**config.mk**
```make
export PLATFORM = sky130hd
export DESIGN_NAME = quad_sum_scheduler_flat
export DESIGN_NICKNAME = d
export VERILOG_FILES = /design/src/rtl/quad_sum_scheduler_if.sv /design/src/rtl/quad_sum_scheduler.sv /design/src/flat_wrapper.sv
export SDC_FILE = /design/constraint.sdc
export NUM_CORES = 1
export LEC_CHECK = 0
export BUFFER_PORTS_ARGS = -buffer_cell sky130_fd_sc_hd__buf_2
export CORE_AREA = 5 5 229 231
export DETAILED_ROUTE_END_ITERATION = 8
export DIE_AREA = 0 0 234 236
export PLACE_DENSITY = 0.51
export SYNTH_ARGS = -nofsm -noshare
export SYNTH_HDL_FRONTEND = slang
export SYNTH_SLANG_ARGS = --single-unit
```
**constraint.sdc**
```tcl
create_clock -name clk -period 5.38 [get_ports clk]
set_clock_uncertainty 0.2 [all_clocks]
set_input_delay 0 -clock clk [delete_from_list [all_inputs] [get_ports clk]]
set_output_delay 0 -clock clk [all_outputs]
set_load 0.05 [all_outputs]
```
**src/rtl/quad_sum_scheduler_if.sv**
```systemverilog
// Bus bundle for quad_sum_scheduler: requester handshake, adder port and result stream.
interface quad_sum_scheduler_if #(
  parameter int unsigned NREQ = 4,
  parameter int unsigned ID_W = 2
);
  logic [NREQ-1:0]    req_valid;
  logic [NREQ*96-1:0] req_ops;
  logic [NREQ-1:0]    req_ready;
  logic [95:0]        add_ops;
  logic               add_vld;
  logic [51:0]        add_sum;
  logic               res_valid;
  logic               res_ready;
  logic [ID_W-1:0]    res_id;
  logic [51:0]        res_sum;

  modport slave (
    input  req_valid, req_ops, add_sum, res_ready,
    output req_ready, add_ops, add_vld, res_valid, res_id, res_sum
  );

  modport master (
    output req_valid, req_ops, add_sum, res_ready,
    input  req_ready, add_ops, add_vld, res_valid, res_id, res_sum
  );
endinterface

```
**src/rtl/quad_sum_scheduler.sv**
```systemverilog
// Round-robin sharing of one external quad 12-bit adder among NREQ requesters,
// with credit-based issue into a tagged first-word fall-through result FIFO.
module quad_sum_scheduler #(
  parameter int unsigned NREQ        = 4,
  parameter int unsigned ID_W        = 2,
  parameter int unsigned ADD_LATENCY = 2,
  parameter int unsigned FIFO_DEPTH  = 4
) (
  input logic                  clk,
  input logic                  rst_n,
  quad_sum_scheduler_if.slave  bus
);

  localparam int unsigned NSTG = ADD_LATENCY + 1;
  localparam int unsigned AW   = (FIFO_DEPTH > 1) ? $clog2(FIFO_DEPTH) : 1;
  localparam int unsigned CW   = $clog2(FIFO_DEPTH + 1);
  localparam int unsigned EW   = ID_W + 52;

  // Reset asserts asynchronously, releases on a clock edge.
  logic [1:0] rst_sync_q;
  logic       rst_int_n;

  always_ff @(posedge clk or negedge rst_n) begin
    if (!rst_n) rst_sync_q <= 2'b00;
    else        rst_sync_q <= {rst_sync_q[0], 1'b1};
  end
  assign rst_int_n = rst_sync_q[1];

  logic [ID_W-1:0] ptr_q;
  logic [95:0]     add_ops_q;
  logic            add_vld_q;
  logic            tag_vld_q [NSTG];
  logic [ID_W-1:0] tag_id_q  [NSTG];
  logic [EW-1:0]   mem       [FIFO_DEPTH];
  logic [AW-1:0]   rd_q, wr_q;
  logic [CW-1:0]   occ_q;

  logic            grant_any, credit, hs, push, pop, res_valid;
  logic [ID_W-1:0] grant_idx;
  int unsigned     inflight;
  logic [EW-1:0]   head;

  always_comb begin
    grant_idx = '0;
    grant_any = 1'b0;
    for (int unsigned k = 1; k <= NREQ; k++) begin
      if (!grant_any && bus.req_valid[(32'(ptr_q) + k) % NREQ]) begin
        grant_any = 1'b1;
        grant_idx = ID_W'((32'(ptr_q) + k) % NREQ);
      end
    end
  end

  always_comb begin
    inflight = 0;
    for (int unsigned s = 0; s < NSTG; s++) inflight = inflight + {31'b0, tag_vld_q[s]};
  end

  // Credits cover FIFO entries plus results still travelling through the adder.
  assign credit = rst_int_n && ((32'(occ_q) + inflight) < FIFO_DEPTH);
  assign hs     = credit && grant_any;

  always_comb begin
    bus.req_ready = '0;
    if (hs) bus.req_ready[grant_idx] = 1'b1;
  end

  always_ff @(posedge clk or negedge rst_int_n) begin
    if (!rst_int_n) begin
      ptr_q     <= ID_W'(NREQ - 1);
      add_ops_q <= '0;
      add_vld_q <= 1'b0;
    end else begin
      add_vld_q <= hs;
      if (hs) begin
        ptr_q     <= grant_idx;
        add_ops_q <= bus.req_ops[32'(grant_idx) * 96 +: 96];
      end
    end
  end

  always_ff @(posedge clk or negedge rst_int_n) begin
    if (!rst_int_n) begin
      for (int unsigned s = 0; s < NSTG; s++) begin
        tag_vld_q[s] <= 1'b0;
        tag_id_q[s]  <= '0;
      end
    end else begin
      tag_vld_q[0] <= hs;
      tag_id_q[0]  <= grant_idx;
      for (int unsigned s = 1; s < NSTG; s++) begin
        tag_vld_q[s] <= tag_vld_q[s-1];
        tag_id_q[s]  <= tag_id_q[s-1];
      end
    end
  end

  function automatic logic [AW-1:0] ptr_inc(input logic [AW-1:0] p);
    return (32'(p) == FIFO_DEPTH - 1) ? '0 : p + 1'b1;
  endfunction

  assign push      = tag_vld_q[NSTG-1];
  assign res_valid = (occ_q != '0);
  assign pop       = res_valid && bus.res_ready;

  always_ff @(posedge clk) begin
    if (push) mem[wr_q] <= {tag_id_q[NSTG-1], bus.add_sum};
  end

  always_ff @(posedge clk or negedge rst_int_n) begin
    if (!rst_int_n) begin
      rd_q  <= '0;
      wr_q  <= '0;
      occ_q <= '0;
    end else begin
      if (push) wr_q <= ptr_inc(wr_q);
      if (pop)  rd_q <= ptr_inc(rd_q);
      unique case ({push, pop})
        2'b10:   occ_q <= occ_q + 1'b1;
        2'b01:   occ_q <= occ_q - 1'b1;
        default: occ_q <= occ_q;
      endcase
    end
  end

  assign head          = mem[rd_q];
  assign bus.res_valid = res_valid;
  assign bus.res_id    = res_valid ? head[EW-1:52] : '0;
  assign bus.res_sum   = res_valid ? head[51:0] : '0;
  assign bus.add_ops   = add_ops_q;
  assign bus.add_vld   = add_vld_q;

endmodule

```
**src/flat_wrapper.sv**
```systemverilog
// flat-port wrapper written by rule: the top's interface ports become plain ports
module quad_sum_scheduler_flat 
#(
  parameter int unsigned NREQ        = 4,
  parameter int unsigned ID_W        = 2,
  parameter int unsigned ADD_LATENCY = 2,
  parameter int unsigned FIFO_DEPTH  = 4
)
  (clk, rst_n, bus_req_valid, bus_req_ops, bus_add_sum, bus_res_ready, bus_req_ready, bus_add_ops, bus_add_vld, bus_res_valid, bus_res_id, bus_res_sum);
  quad_sum_scheduler_if #(.NREQ(NREQ), .ID_W(ID_W)) bus_i ();
  input logic clk;
  input logic rst_n;
  input wire logic [$bits(bus_i.req_valid)-1:0] bus_req_valid;
  input wire logic [$bits(bus_i.req_ops)-1:0] bus_req_ops;
  input wire logic [$bits(bus_i.add_sum)-1:0] bus_add_sum;
  input wire logic [$bits(bus_i.res_ready)-1:0] bus_res_ready;
  output wire logic [$bits(bus_i.req_ready)-1:0] bus_req_ready;
  output wire logic [$bits(bus_i.add_ops)-1:0] bus_add_ops;
  output wire logic [$bits(bus_i.add_vld)-1:0] bus_add_vld;
  output wire logic [$bits(bus_i.res_valid)-1:0] bus_res_valid;
  output wire logic [$bits(bus_i.res_id)-1:0] bus_res_id;
  output wire logic [$bits(bus_i.res_sum)-1:0] bus_res_sum;
  assign bus_i.req_valid = bus_req_valid;
  assign bus_i.req_ops = bus_req_ops;
  assign bus_i.add_sum = bus_add_sum;
  assign bus_i.res_ready = bus_res_ready;
  assign bus_req_ready = bus_i.req_ready;
  assign bus_add_ops = bus_i.add_ops;
  assign bus_add_vld = bus_i.add_vld;
  assign bus_res_valid = bus_i.res_valid;
  assign bus_res_id = bus_i.res_id;
  assign bus_res_sum = bus_i.res_sum;
  quad_sum_scheduler #(.NREQ(NREQ), .ID_W(ID_W), .ADD_LATENCY(ADD_LATENCY), .FIFO_DEPTH(FIFO_DEPTH)) u_core (.clk(clk), .rst_n(rst_n), .bus(bus_i));
endmodule
```
==> results of run 1 <==
per-layer routing:
layer | share of wire | vias to the layer above | track usage
li1 | - | 5707 | -
met5 | 0.0032 | - | 0
met2 | 0.50 | 446 | 0.354
met4 | 0.043 | 28 | 0.0931
met3 | 0.084 | 140 | 0.0734
met1 | 0.37 | 6121 | 0.240
cells in the mapped netlist (4+ instances only):
master / number / area share
a221oi_1: 56 / 0.032
a221oi_2: 40 / 0.040
and2_1: 60 / 0.025
buf_2: 32 / 0.011
buf_6: 8 / 0.0059
clkbuf_1: 30 / 0.0074
dfrtp_1: 114 / 0.19
edfxtp_1: 216 / 0.43
ha_1: 9 / 0.0074
inv_1: 9 / 0.0022
mux2i_1: 194 / 0.13
mux4_2: 54 / 0.080
nand2_1: 4 / 0.00099
nor2_1: 101 / 0.025
o21ai_0: 5 / 0.0016
flip-flops by register name (all words and copies together) (netlist names):
| signal | cells |
|---|---|
| u_core.tag_id_q | 6 |
| u_core.ptr_q | 2 |
| u_core.rst_sync_q | 2 |
| u_core.bus.add_vld | 1 |
| u_core.occ_q | 3 |
| u_core.push | 1 |
| u_core.rd_q | 2 |
| u_core.bus.add_ops | 96 |
| u_core.wr_q | 2 |
| u_core.tag_vld_q | 1 |
| u_core.mem | 216 |
final cells by class:
type	count	area, µm²
antenna	23	57.6
clock buffer	54	1110
clock inverter	15	109
fill	4619	26100
inverter	9	33.8
multi-input combinational	550	5390
sequential	332	9400
tap	672	841
timing repair buffer	978	6780
report_power, final:
group | internal (mW) | switching (mW) | leakage, nW
sequential | 3.41 | 0.417 | 3.24
clock | 1.49 | 1.04 | 0.598
combinational | 2.90 | 4.61 | 6.13
total | 7.80 | 6.07 | 9.97
worst max-delay path, cell delays in order (launching register included):
cell,delay [ps]
dfrtp_1,400
ha_1,300
ha_1,270
a21o_1,210
a21oi_4,630
and2_4,650
buf_4,550
a221oi_1,180
dlygate4sd3_1,600
cell families (layout without fill, tap and decap cells):
logic type	after synthesis	count (layout)	synth area share
AND/OR/NAND/NOR	175	175	0.0548
buffers and inverters	81	1056	0.0271
other	1	24	0.000247
XOR/XNOR	3	3	0.00173
flip-flops	332	332	0.619
multiplexers	249	249	0.209
adder cells (fa/ha/maj)	10	10	0.00875
AO/OA/AOI/OAI	112	112	0.0791
placed cells by master (no fill, tap or decap), types with 2 or more instances in the layout:
cell type,synthesis,layout
a21o_1,2,2
a21oi_1,3,3
a221oi_1,56,56
a221oi_2,40,40
and2_1,60,55
and2_2,0,4
buf_12,0,3
buf_2,32,598
buf_4,2,17
clkbuf_1,30,8
clkbuf_16,0,40
clkbuf_8,0,6
clkinv_1,0,7
clkinv_2,0,4
dfrtp_1,114,111
dfrtp_4,0,2
dfstp_2,2,2
diode_2,0,23
dlygate4sd3_1,0,360
edfxtp_1,216,216
ha_1,9,9
inv_1,9,9
mux2i_1,194,194
mux4_2,54,54
nand2_1,4,4
nor2_1,101,101
nor2b_1,3,2
o21ai_0,5,5
xor2_1,2,2
worst max path at each step:
stage	depth (start not counted)	endpoint	slack, ps
detailed placement	7	u_core.bus.add_ops[95]	1730
CTS	8	u_core.bus.add_ops[34]	1190
global route	8	u_core.bus.add_ops[25]	980
floorplan	7	bus_req_ready[1]	530
finish	8	u_core.bus.add_ops[25]	1200
global placement	7	u_core.bus.add_ops[19]	1820
stage by stage:
step	setup WS [ps]	util	hold slack (ps)
CTS	1190	0.475	3.22
global placement	1820	0.378	-414
global route	979	0.476	15.3
finish	1200	0.476	25.2
floorplan	534	-	-496
detailed placement	1730	0.378	-414
==> results.ini, run 1 <==
[outcome]
status=finished clean

[clocking]
cts_hold_buffers=360
cts_resized=0
worst_skew_pair.late_latency_ps=540
cts_max_level=2
cts_tree=done
cts_num_sinks=332
cts_root_buf=clkbuf_16
cts_max_path_buffers=3
path_clk_slew_ps=60
post-cts-setup-buffer-count=0
cts_buffers=39

[floorplan]
core_region_area_mm2=0.0499
fp.dieH_um=236
die-width_um=234
ios=599
die-area_mm2=0.0552
core.rowCount=82
initial_utilization=0.304

[worst_setup_path]
worstReg2RegEnd=u_core.bus.add_ops[25]
critPathArrivalTime_ps=4410
worstSetupStartpoint=u_core.bus.add_vld
cp.required_ps=5610
worstPathMaxFanout=42
critical_path_class=flip-flop to flip-flop
rrSetupSlack_ps=1200
crit_path_start_kind=flip-flop
reg2regPathDepth=8
r2r-start=u_core.bus.add_vld
endpoint_kind=flip-flop

[sta]
timing_hold_violations_final=0
setup_violations=0
report.final.slew_viol_count=0
fin_crit_ps=4180
rsz0062_at_grt=no
tightest_slew_ps=1060
max_freq_ghz=0.239
slew_headroom=0.290
setup_tns_ps=0
period_share=0.778

[detailed_routing]
drc_errors=0
via_per_inst=4.73
num_vias=12400
drtPass1Iterations=5
wl_per_cell_um=22.7
ant_nets=0
drt_iter0_drc=633
wl_um=59800

[logic_synthesis]
synth_cell_type_count=37
syn_inst=963
yosys_warnings=0
async_flop_share=0.349
synth_seq_cells=332
synth-edff-count=216
synth_area_mm2=0.0152
seq_area_frac_synth=0.619
synth_top_flop_cell=edfxtp_1
syn-num-nets=1416
avgSynthCellArea_um2=15.7

[global_route]
grt_pass1_vias=13700
antenna_found_initial=48
overflow=0
grt_max_degree=77
grt_pass1_wl_um=87000
grt_use_total=0.210

[power]
ir_worst_vdd_mv=0.316
fin_total_pwr_mw=13.9
p_per_area_mw_per_mm2=584
leakagePower_nw=9.97

[hold_path]
holdPathStages=2
min_to=u_core.mem[1][39]
worstHoldStart=bus_add_sum[39]
min_path_type=input pin to flip-flop

[placement]
dp_cells=2181
place_area_mm2=0.0188
port_buffers=598
hpwlAfterDp_um=43000
place_congestion=0.910

[finish]
layout.cells.non_filler=2633
layout-drive-gt1-share=0.404
syn_to_final_growth_pct=56.5
nNetsFinal=2363
final_area_mm2=0.0237

[job]
cap_violations=0

No activity file was read; power rests on OpenSTA's default activity.
==> run 2, diff against run 1 <==
--- a/config.mk
+++ b/config.mk
@@ -6,10 +6,10 @@
 export NUM_CORES = 1
 export LEC_CHECK = 0
 export BUFFER_PORTS_ARGS = -buffer_cell sky130_fd_sc_hd__buf_2
-export CORE_AREA = 5 5 229 231
+export CORE_AREA = 5 5 228 230
 export DETAILED_ROUTE_END_ITERATION = 8
-export DIE_AREA = 0 0 234 236
-export PLACE_DENSITY = 0.51
+export DIE_AREA = 0 0 233 235
+export PLACE_DENSITY = 0.54
 export SYNTH_ARGS = -nofsm -noshare
 export SYNTH_HDL_FRONTEND = slang
 export SYNTH_SLANG_ARGS = --single-unit
==> constraint.sdc (replaced) <==
create_clock -name clk -period 3.8 [get_ports clk]
set_clock_uncertainty 0.2 [all_clocks]
set_input_delay 0 -clock clk [delete_from_list [all_inputs] [get_ports clk]]
set_output_delay 0 -clock clk [all_outputs]
set_load 0.05 [all_outputs]
==> run 2 against run 1 <==
Against the previous run:
- worst setup slack lost 1100 ps
- non-clock buffer count rose by 18
- worst hold slack worse by 2.3 ps
- cell count is 0.61% higher
- clock power is 43% higher
- register-to-register slack got worse by 1100 ps
- routed wire length is 0.76% higher
- critical endpoint is now u_core.bus.add_ops[37]
- highest routed layer unchanged
==> results.ini, run 2 (synthesis results as in run 1) <==
[worst_setup_path]
crit_path_start_kind=flip-flop
cp.required_ps=4080  ; -1530 ps
reg2regPathDepth=8  ; unchanged
r2r-start=u_core.ptr_q[1]
critPathArrivalTime_ps=3990  ; -420 ps
endpoint_kind=flip-flop
rrSetupSlack_ps=90  ; -1100 ps
critical_path_class=flip-flop to flip-flop
worstReg2RegEnd=u_core.bus.add_ops[37]
worstPathMaxFanout=61  ; +45%

[finish]
layout.cells.non_filler=2649  ; +0.61%
final_util=0.483  ; +0.00708
nNetsFinal=2382  ; +0.80%
register_area_mm2=0.00940  ; unchanged
layout-drive-gt1-share=0.407  ; +0.00333
multi_input_comb_area_mm2=0.00542  ; +0.42%
n_fill_cell=4516  ; -2.2%
syn_to_final_growth_pct=58.2
final_cell_mix=buf_2, dlygate4sd3_1, edfxtp_1, mux2i_1, dfrtp_1
top_register=u_core.mem
largest_reg_flops=216  ; unchanged
final_common_cell=buf_2

[clocking]
cts_max_level=2  ; unchanged
path_clk_slew_ps=60  ; about the same
cts_buffers=38  ; -2.6%
cts_max_path_buffers=3  ; unchanged
cts_num_sinks=332  ; unchanged
worst_skew_pair.late_latency_ps=540  ; about the same
cts_tree=done
cts_root_buf=clkbuf_16

[placement]
place_congestion=0.918  ; +0.91%
dp_cells=2186  ; +0.23%
port_buffers=598  ; unchanged
preCtsSetupSlack_ps=746  ; -987 ps
hpwlAfterDp_um=42500  ; -1.2%

[global_route]
grt_pass1_wl_um=88100  ; +1.2%
grt_max_degree=97  ; +26%
antenna_found_initial=47  ; -2.1%
overflow=0  ; unchanged
grt_pass1_vias=14100  ; +3.1%
grt_use_total=0.212  ; +0.00219

[power]
ir_worst_vdd_mv=0.495  ; +56%
p_per_area_mw_per_mm2=826  ; +41%
leakagePower_nw=10.1  ; +1.2%

[outcome]
status=finished clean

[sta]
fin_crit_ps=3710  ; -479 ps
setup_violations=0  ; unchanged
tightest_slew_ps=937  ; -128 ps
slew_headroom=0.375  ; +0.0852
period_share=0.975  ; +0.197
report.final.slew_viol_count=0  ; unchanged
max_freq_ghz=0.270  ; +13%
layout_setup_ws_ps=94.9  ; -1100 ps
setup_tns_ps=0  ; unchanged
fin_hold_ws_ps=22.9  ; -2.33 ps
timing_hold_violations_final=0  ; unchanged

[floorplan]
ios=599  ; unchanged
fp.dieH_um=235  ; -0.42%
die-width_um=233  ; -0.43%
core.rowCount=82  ; unchanged
initial_utilization=0.305  ; +0.00126
core_region_area_mm2=0.0497  ; -0.41%
die-area_mm2=0.0548  ; -0.85%

[detailed_routing]
drtPass1Iterations=5  ; unchanged
wl_per_cell_um=22.7  ; +0.15%
via_per_inst=4.82  ; +2.0%
ant_nets=0  ; unchanged
wl_um=60200  ; +0.76%
num_vias=12800  ; +2.6%
drt_iter0_drc=644  ; +1.7%
drc_errors=0  ; unchanged

[hold_path]
holdPathStages=2  ; unchanged
min_to=u_core.mem[3][5]
min_path_type=input pin to flip-flop
worstHoldStart=bus_add_sum[5]

[job]
cap_violations=0  ; unchanged

-- run 2: cell types whose count changed in the layout (fill, tap and decap cells not counted), sizes merged --
cell / delta
and2: +1
buf: +9
bufinv: +1
clkbuf: -7
clkinv: +6
clkinvlp: +1
diode: -5
dlygate4sd3: +9
o21ai: +1
-- run 2: cell type report --
cell class / count / share of cell area
clock buffers: 47 / 0.0436
well taps: 672 / 0.0351
inverters: 9 / 0.00141
clock inverters: 23 / 0.00782
flip-flops and latches: 332 / 0.392
multi-input cells: 552 / 0.226
diodes: 18 / 0.00188
repair buffers: 996 / 0.293
-- run 2: through the flow --
step	area, µm²	power, mW
finish	24000	19.8
global route	24000	20.8
CTS	23900	19.9
detailed placement	19000	14.7
global placement	19000	14.6
floorplan	15200	12.2
-- run 2: critical path, stage by stage (launching register included) --
cell,delay (ps)
dfstp_2,610
mux2i_1,240
a2bb2oi_2,260
o21ai_4,260
buf_12,280
mux2i_1,180
dlygate4sd3_1,590
a221oi_1,320
dlygate4sd3_1,600
-- run 2: repair_timing --
action,in CTS,in global routing
hold endpoints to repair,315,4
setup endpoints to repair,0,73
setup buffers,0,4
gates resized for setup,0,1
hold buffers,368,1
-- run 2: power by group --
group | internal [mW] | total (mW) | leakage (nW) | switching, mW
combinational | 4.21 | 10.8 | 6.24 | 6.56
clock | 2.10 | 3.61 | 0.604 | 1.51
sequential | 4.83 | 5.44 | 3.24 | 0.611
total | 11.1 | 19.8 | 10.1 | 8.68
-- run 2: worst max path at each step --
stage | startpoint | endpoint | slack (ps) | depth (start not counted)
final | u_core.ptr_q[1] | u_core.bus.add_ops[37] | 90 | 8
after global placement | u_core.ptr_q[1] | u_core.bus.add_ops[3] | 800 | 6
after global routing | u_core.ptr_q[1] | u_core.bus.add_ops[19] | -8 | 8
after floorplan | u_core.rst_sync_q[1] | bus_req_ready[1] | 180 | 7
after CTS | u_core.ptr_q[1] | u_core.bus.add_ops[25] | 40 | 8
after detailed placement | u_core.ptr_q[1] | u_core.bus.add_ops[3] | 750 | 6
-- run 2: per-layer routing --
| metal | track usage | up-vias | routed length (µm) |
|---|---|---|---|
| li1 | - | 5741 | - |
| met1 | 0.247 | 6364 | 22700 |
| met2 | 0.370 | 483 | 30700 |
| met3 | 0.0646 | 148 | 4540 |
| met4 | 0.0741 | 26 | 2110 |
| met5 | 0 | - | 178 |
